### src/rtl/keypad_scanner.sv
// 4x4 active-low keypad scanner: walks one column low per scan tick, debounces
// press and release on the synchronized rows, and reports {row, col} with a one-clk strobe.
module keypad_scanner #(
  parameter int CLOCK_FREQUENCY = 100000000,
  parameter int SCAN_HZ         = 1000,
  parameter int DEBOUNCE_TICKS  = 4
) (
  input  logic       clk,
  input  logic       rst_n,
  input  logic [3:0] row,
  output logic [3:0] col,
  output logic [3:0] key_code,
  output logic       key_valid,
  output logic       key_pressed
);

  localparam int                TICK_DIV  = CLOCK_FREQUENCY / SCAN_HZ;
  localparam int                CNT_W     = $clog2(TICK_DIV);
  localparam logic [CNT_W-1:0]  TICK_LAST = CNT_W'(TICK_DIV - 1);
  localparam logic [3:0]        DEB_LIMIT = 4'(DEBOUNCE_TICKS);

  typedef enum logic [1:0] {
    SCAN,
    DEB_PRESS,
    HELD,
    DEB_RELEASE
  } state_t;

  state_t           state;
  state_t           next_state;
  logic [CNT_W-1:0] tick_cnt;
  logic             scan_tick;
  logic [3:0]       row_meta;
  logic [3:0]       rs;
  logic [1:0]       col_idx;
  logic [1:0]       row_idx;
  logic [3:0]       deb_cnt;

  logic [1:0]       col_idx_nxt;
  logic [1:0]       row_idx_nxt;
  logic [3:0]       deb_cnt_nxt;
  logic [3:0]       key_code_nxt;
  logic             key_valid_nxt;
  logic             key_pressed_nxt;

  logic             any_low;
  logic [1:0]       low_row;
  logic             sel_low;
  logic [3:0]       deb_inc;
  logic             deb_done;

  // Scan tick is an enable, not a derived clock.
  always_ff @(posedge clk or negedge rst_n) begin
    if (!rst_n) begin
      tick_cnt <= '0;
    end else if (scan_tick) begin
      tick_cnt <= '0;
    end else begin
      tick_cnt <= tick_cnt + 1'b1;
    end
  end

  assign scan_tick = (tick_cnt == TICK_LAST);

  always_ff @(posedge clk or negedge rst_n) begin
    if (!rst_n) begin
      row_meta <= 4'hF;
      rs       <= 4'hF;
    end else begin
      row_meta <= row;
      rs       <= row_meta;
    end
  end

  // Lowest-indexed low row wins when several rows are pressed in one column.
  always_comb begin
    low_row = 2'd0;
    for (int i = 3; i >= 0; i--) begin
      if (!rs[i]) begin
        low_row = 2'(i);
      end
    end
  end

  assign any_low  = (rs != 4'hF);
  assign sel_low  = ~rs[row_idx];
  assign deb_inc  = deb_cnt + 4'd1;
  assign deb_done = (deb_inc == DEB_LIMIT);

  always_ff @(posedge clk or negedge rst_n) begin
    if (!rst_n) begin
      state <= SCAN;
    end else begin
      state <= next_state;
    end
  end

  always_comb begin
    next_state = state;
    if (scan_tick) begin
      case (state)
        SCAN: begin
          if (any_low) begin
            next_state = DEB_PRESS;
          end
        end
        DEB_PRESS: begin
          if (sel_low) begin
            if (deb_done) begin
              next_state = HELD;
            end
          end else begin
            next_state = SCAN;
          end
        end
        HELD: begin
          if (!sel_low) begin
            next_state = DEB_RELEASE;
          end
        end
        DEB_RELEASE: begin
          if (!sel_low) begin
            if (deb_done) begin
              next_state = SCAN;
            end
          end else begin
            next_state = HELD;
          end
        end
        default: next_state = SCAN;
      endcase
    end
  end

  always_comb begin
    col_idx_nxt     = col_idx;
    row_idx_nxt     = row_idx;
    deb_cnt_nxt     = deb_cnt;
    key_code_nxt    = key_code;
    key_valid_nxt   = 1'b0;
    key_pressed_nxt = key_pressed;
    if (scan_tick) begin
      case (state)
        SCAN: begin
          if (any_low) begin
            row_idx_nxt = low_row;
            deb_cnt_nxt = 4'd0;
          end else begin
            col_idx_nxt = col_idx + 2'd1;
          end
        end
        DEB_PRESS: begin
          if (sel_low) begin
            deb_cnt_nxt = deb_inc;
            if (deb_done) begin
              key_code_nxt    = {row_idx, col_idx};
              key_valid_nxt   = 1'b1;
              key_pressed_nxt = 1'b1;
            end
          end else begin
            col_idx_nxt = col_idx + 2'd1;
          end
        end
        HELD: begin
          if (!sel_low) begin
            deb_cnt_nxt = 4'd0;
          end
        end
        DEB_RELEASE: begin
          if (!sel_low) begin
            deb_cnt_nxt = deb_inc;
            if (deb_done) begin
              key_pressed_nxt = 1'b0;
              col_idx_nxt     = col_idx + 2'd1;
            end
          end
        end
        default: begin
          deb_cnt_nxt = 4'd0;
        end
      endcase
    end
  end

  // col is registered from the next column index so it moves on the same edge as col_idx.
  always_ff @(posedge clk or negedge rst_n) begin
    if (!rst_n) begin
      col_idx     <= 2'd0;
      row_idx     <= 2'd0;
      deb_cnt     <= 4'd0;
      col         <= 4'b1110;
      key_code    <= 4'd0;
      key_valid   <= 1'b0;
      key_pressed <= 1'b0;
    end else begin
      col_idx     <= col_idx_nxt;
      row_idx     <= row_idx_nxt;
      deb_cnt     <= deb_cnt_nxt;
      col         <= ~(4'b0001 << col_idx_nxt);
      key_code    <= key_code_nxt;
      key_valid   <= key_valid_nxt;
      key_pressed <= key_pressed_nxt;
    end
  end

endmodule

### config.mk
export PLATFORM = sky130hd
export DESIGN_NAME = keypad_scanner
export DESIGN_NICKNAME = d
export VERILOG_FILES = /design/src/rtl/keypad_scanner.sv
export SDC_FILE = /design/constraint.sdc
export NUM_CORES = 1
export LEC_CHECK = 0
export ABC_AREA = 1
export BUFFER_PORTS_ARGS = -buffer_cell sky130_fd_sc_hd__buf_2
export CAP_MARGIN = 5
export CORE_MARGIN = 4
export CORE_UTILIZATION = 30
export CTS_BUF_LIST = sky130_fd_sc_hd__clkbuf_8
export DETAILED_ROUTE_END_ITERATION = 8
export PLACE_DENSITY = 0.41
export SKIP_LAST_GASP = 1
export SYNTH_ARGS = -nofsm -noshare
export SYNTH_HDL_FRONTEND = slang
export SYNTH_SLANG_ARGS = --single-unit
### constraint.sdc
create_clock -name clk -period 1.9 [get_ports clk]
set_input_delay 0.285 -clock clk [delete_from_list [all_inputs] [get_ports clk]]
set_output_delay 0.285 -clock clk [all_outputs]
set_load 0.01 [all_outputs]
# Yosys cells after proc, flatten, opt, wreduce, memory -nomap -nowiden
# Index checks and enable logic that the tools add are counted.
# word_totals
register_bits	45
wordCells	73
inputBits	6
out_inout_bits	10
# classes
n_shift	1
n_bitwise	2
n_addsub	3
reduce_logical	7
n_eq_ne	14
n_mux	34
magnitude_cmp	1
# op_table
operator	n
2-bit two-way mux	15
17-bit by 1-bit adder with 17-bit output, second input constant	1
17-bit equality test, second input constant	1
17-bit two-way mux	1
4-bit two-way mux	4
4-bit case mux with 4 select lines	1
2-bit inequality test, second input constant	6
5-bit AND reduction	2
1-bit two-way mux	9
2-bit case mux with 4 select lines	1
3-bit inequality test, second input constant	2
2-bit case mux with 3 select lines	1
6-bit AND reduction	1
4-bit by 1-bit adder with 4-bit output, second input constant	1
2-bit equality test, second input constant	2
4-bit by 3-bit equality test with 1-bit output, second input constant	1
4-bit inequality test, second input constant	1
4-bit NOT	1
4-bit AND reduction	1
1-bit by 2-bit left shift with 4-bit output, first input constant	1
2-bit by 3-bit < comparator with 1-bit output, second input constant	1
3-bit AND reduction	1
2-bit by 1-bit adder with 2-bit output, second input constant	1
1-bit binary-select mux with 2-bit select	1
5 further kinds	5

# Longest topological paths before layout
# depth
word_depth	8
depth_mapped	12
depth_no_buf	12

# Least setup slack after synthesis
# Ideal clock, no wire load.
# synth_path
kind	flip-flop to flip-flop
startpoint	reg tick_cnt[0]
endpoint	reg deb_cnt[0]
stages_incl_launch_ff	9
setup_ps	122
path_buffers	0
arrival_ps	1338
t_required_ps	1778
period_less_slack_ps	1460
setup_slack_ps	440
cell_sequence	dfrtp_1 ha_1 nand2_2 nor2_1 nand4_1 nor3b_2 nand3_1 nand2_1 o21ai_2
# synth_via
elab_chain_len	2
# synth_rtl
item	line_no	text
start: declaration	31	logic [CNT_W-1:0] tick_cnt;
start signal: assignment	59	tick_cnt <= tick_cnt + 1'b1;
17-bit equality test	63	assign scan_tick = (tick_cnt == TICK_LAST);
5-bit AND reduction (no line)	n/a	
end signal: assignment	198	deb_cnt <= deb_cnt_nxt;
end: declaration	37	logic [3:0] deb_cnt;
# Every way passes these cells.
# A chain may end at the register's enable or synchronous reset.

# Final worst setup path
# layout_path
startpoint	reg tick_cnt[0]
endpoint	reg deb_cnt[1]
# Same word-level chain as after synthesis.

==> results.yml <==
yosys:
  synth-xor-area-share_pct: 2.66
  synthAdderAreaFrac_pct: 1.63
  yosysSeqAreaShare_pct: 49.5
  synth_top_cell_area_share_pct: 37.0
  synth_area_um2: 2300
  synth.most_common_cell: "nand2_1"
  synth_top_cell_by_area: "dfrtp_1"
  avgSynthCellArea_um2: 8.05
  synthTopCellsByCount: "nand2_1 (82), inv_1 (35), dfrtp_1 (34)"
  yosysUniqueCellTypes: 28
  async_flop_share_pct: 100
  synth_top_family_by_area: "simple AND/OR/NAND/NOR gates"
  syn-num-nets: 295
  synthSimpleGateAreaFrac_pct: 33.3
  synth_area_leaders: "dfrtp_1 (37%), nand2_1 (13%), dfstp_2 (13%)"
  ys.flop_type: "dfrtp_1"
  muxShareOfSynthArea_pct: 0
  synth_edf_count: 0
  syn_inst: 286
  yosysWarnings: 0
  synth-seq-cells: 45
  synth-compound-area-share_pct: 5.87
grt:
  grtUsageMet1_pct: 17.2
  grt_max_degree: 28
  use_met3_pct: 2.60
  grt_pass1_vias: 1827
  gr-max-usage-layer: "met2"
  antenna_found_initial: 0
  global_route.usage.met2_pct: 18.2
  grt_pass1_wl_um: 8620
  overflow: 0
  grtUsageTotal_pct: 12.1
drt:
  drt_wl_total_um: 4860
  firstDrtPassIters: 4
  initialDrtViolationCount: 57
  vias: 1868
  avgRoutedWirePerCell_um: 11.8
  drc_errors: 0
  via_per_inst: 4.55
  ant_nets: 0
floorplanning:
  num_rows: 31
  die_w_um: 95.6
  initial_core_util_pct: 31.2
  die_h_um: 95.6
  core-area_um2: 7370
  ios: 16
  dieArea_um2: 9140
clocking:
  cts_buffer_depth: 2
  worstSkewPairLatency_ps: 310
  h-tree-depth: 2
  cts_buffers: 5
  cts_tree: "done"
  root_buffer: "clkbuf_8"
  path_clk_slew_ps: 90
  cts_sinks: 45
setup_path:
  crit_fanout: 4
  reg2reg_from: "tick_cnt[0]$_DFF_PN0_"
  cp-start-kind: "register"
  critPathLaunch: "tick_cnt[0]$_DFF_PN0_"
  worstRegToRegCells: 8
  worstSetupPathType: "reg -> reg"
  required_ps: 2080
  worstSetupEndpoint: "deb_cnt[1]$_DFFE_PN0P_"
  worst_r2r_endpoint: "deb_cnt[1]$_DFFE_PN0P_"
  end_kind: "register"
  rrSetupSlack_ps: 210
  arrival_ps: 1870
sta:
  fin_skew_ps: 11.7
  setup_violations: 0
  tightest_slew_ps: 451
  max_slew_margin_pct: 69.9
  setup_tns_ps: 0
  grt_setup_unrepaired: "false"
  slew_violations: 0
  period_share_pct: 89.0
  final.min_clock_period_ps: 1690
  fmax_mhz: 591
  hold_viol: 0
final_layout:
  num_antenna_cells: 0
  design_area_um2: 2670
  drive_above_1_share_pct: 19.9
  area_growth_pct: 15.9
  n_fill_cell: 794
  fin_cells: 411
  num-nets-final: 320
power_and_ir_drop:
  pwr-share-clk_pct: 42.2
  p_total_uw: 1770
  combPwrFrac_pct: 2.5
  vdd_drop_max_mv: 0.308
  p_seq_share_pct: 55.3
  switching_share_pct: 21.9
  power.internal_uw: 1380
  power_switching_uw: 387
  power_density_nw_per_um2: 663
  p_leak_uw: 0.00130
outcome:
  status: "completed"
placed_design:
  io_buffers: 15
  dp_hpwl_um: 3840
  gp_congestion: 0.844
  place_area_um2: 2530
  place_inst: 401
job:
  drv_cap: 0
worst_hold_path:
  hold_path.class: "in -> reg"
-- sequential cells by signal (all words and copies together) (netlist names), named ones only --
name and cells:
rs 4, row_idx 2, col 4, row_meta 4
key_valid 1, deb_cnt 4, key_code 4, key_pressed 1
state 1, tick_cnt 17, col_idx 2
-- routing by layer --
layer	part of all wire, %	up-vias
met2	45	35
met1	50	865
li1	-	961
met3	3.4	7
met4	1.6	0
met5	0	-
-- cells by family after synthesis --
logic type,after synthesis
AO/OA/AOI/OAI,24
adder cells (fa/ha/maj),3
XOR/XNOR,7
buffers and inverters,42
AND/OR/NAND/NOR,165
flip-flops,45
-- worst min-delay path by stage --
stage / start / to / cells past startpoint
3_3_place_gp: rst_n / tick_cnt[11]$_DFF_PN0_ / 1
4_1_cts: row[2] / row_meta[2]$_DFF_PN1_ / 1
3_5_place_dp: rst_n / tick_cnt[11]$_DFF_PN0_ / 1
2_1_floorplan: rst_n / async pin / 0
5_1_grt: row[2] / row_meta[2]$_DFF_PN1_ / 1
6_report: row[2] / row_meta[2]$_DFF_PN1_ / 1
-- stage by stage --
step                setup WS [ps]  utilization, %  hold WS (ps)
CTS                           113            36.0          55.4
finish                        208            36.2          63.2
global route                 4.25            36.2          43.3
floorplan                     440               -         -10.6
detailed placement            150            34.3           267
global placement              147            34.3           268
-- what timing repair did --
item	in CTS	in global routing
hold buffers	1	0
gates resized for setup	0	4
buffers inserted	0	1
hold endpoints to repair	15	0
endpoints found under the setup margin	0	8
-- layout by cell type (no fill, tap or decap), types with 2 or more instances in the layout --
cell type / Yosys / final
buf_2: 2 / 15
nand3_1: 19 / 18
nand2_2: 3 / 3
dfstp_2: 11 / 11
ha_1: 3 / 3
a21oi_1: 4 / 4
nand3_2: 2 / 3
o21ai_0: 9 / 9
inv_1: 35 / 34
nand4_1: 13 / 13
nor2_1: 31 / 30
clkbuf_8: 0 / 5
nor4_1: 2 / 2
nand2_1: 82 / 82
xor2_1: 7 / 7
nor2_4: 5 / 5
nor3_1: 3 / 3
inv_2: 4 / 5
o21ai_2: 2 / 2
nor2_2: 1 / 2
buf_4: 0 / 3
dfrtp_1: 34 / 33
o21ai_1: 7 / 7
-- cell type report --
cell class                 instances  area, µm²  area share [%]
sequential                        45       1140            42.8
multi-input combinational        199       1010            37.8
inverter                          40        151            5.68
timing repair buffer              20        128            4.78
tap                               99        124            4.64
clock buffer                       5       68.8            2.58
clock inverter                     3       46.3            1.74
-- worst max-delay path, stage by stage, from the launching register on --
cell and delay (ps):
dfrtp_1 390, ha_1 190, nand2_2 100, nor2_1 140, nand4_1 120, nor3b_2 290
nand3_2 160, nand2_1 80, o21ai_0 90
-- power by group through the flow --
stage	clock network [µW]	registers, µW	logic (µW)
after global routing	807	980	51.3
final	746	978	43.5
after CTS	773	978	46.1
after detailed placement	0	996	44.7
after global placement	0	996	44.6
after floorplan	0	995	11.6
No activity file was read; power rests on OpenSTA's default activity.
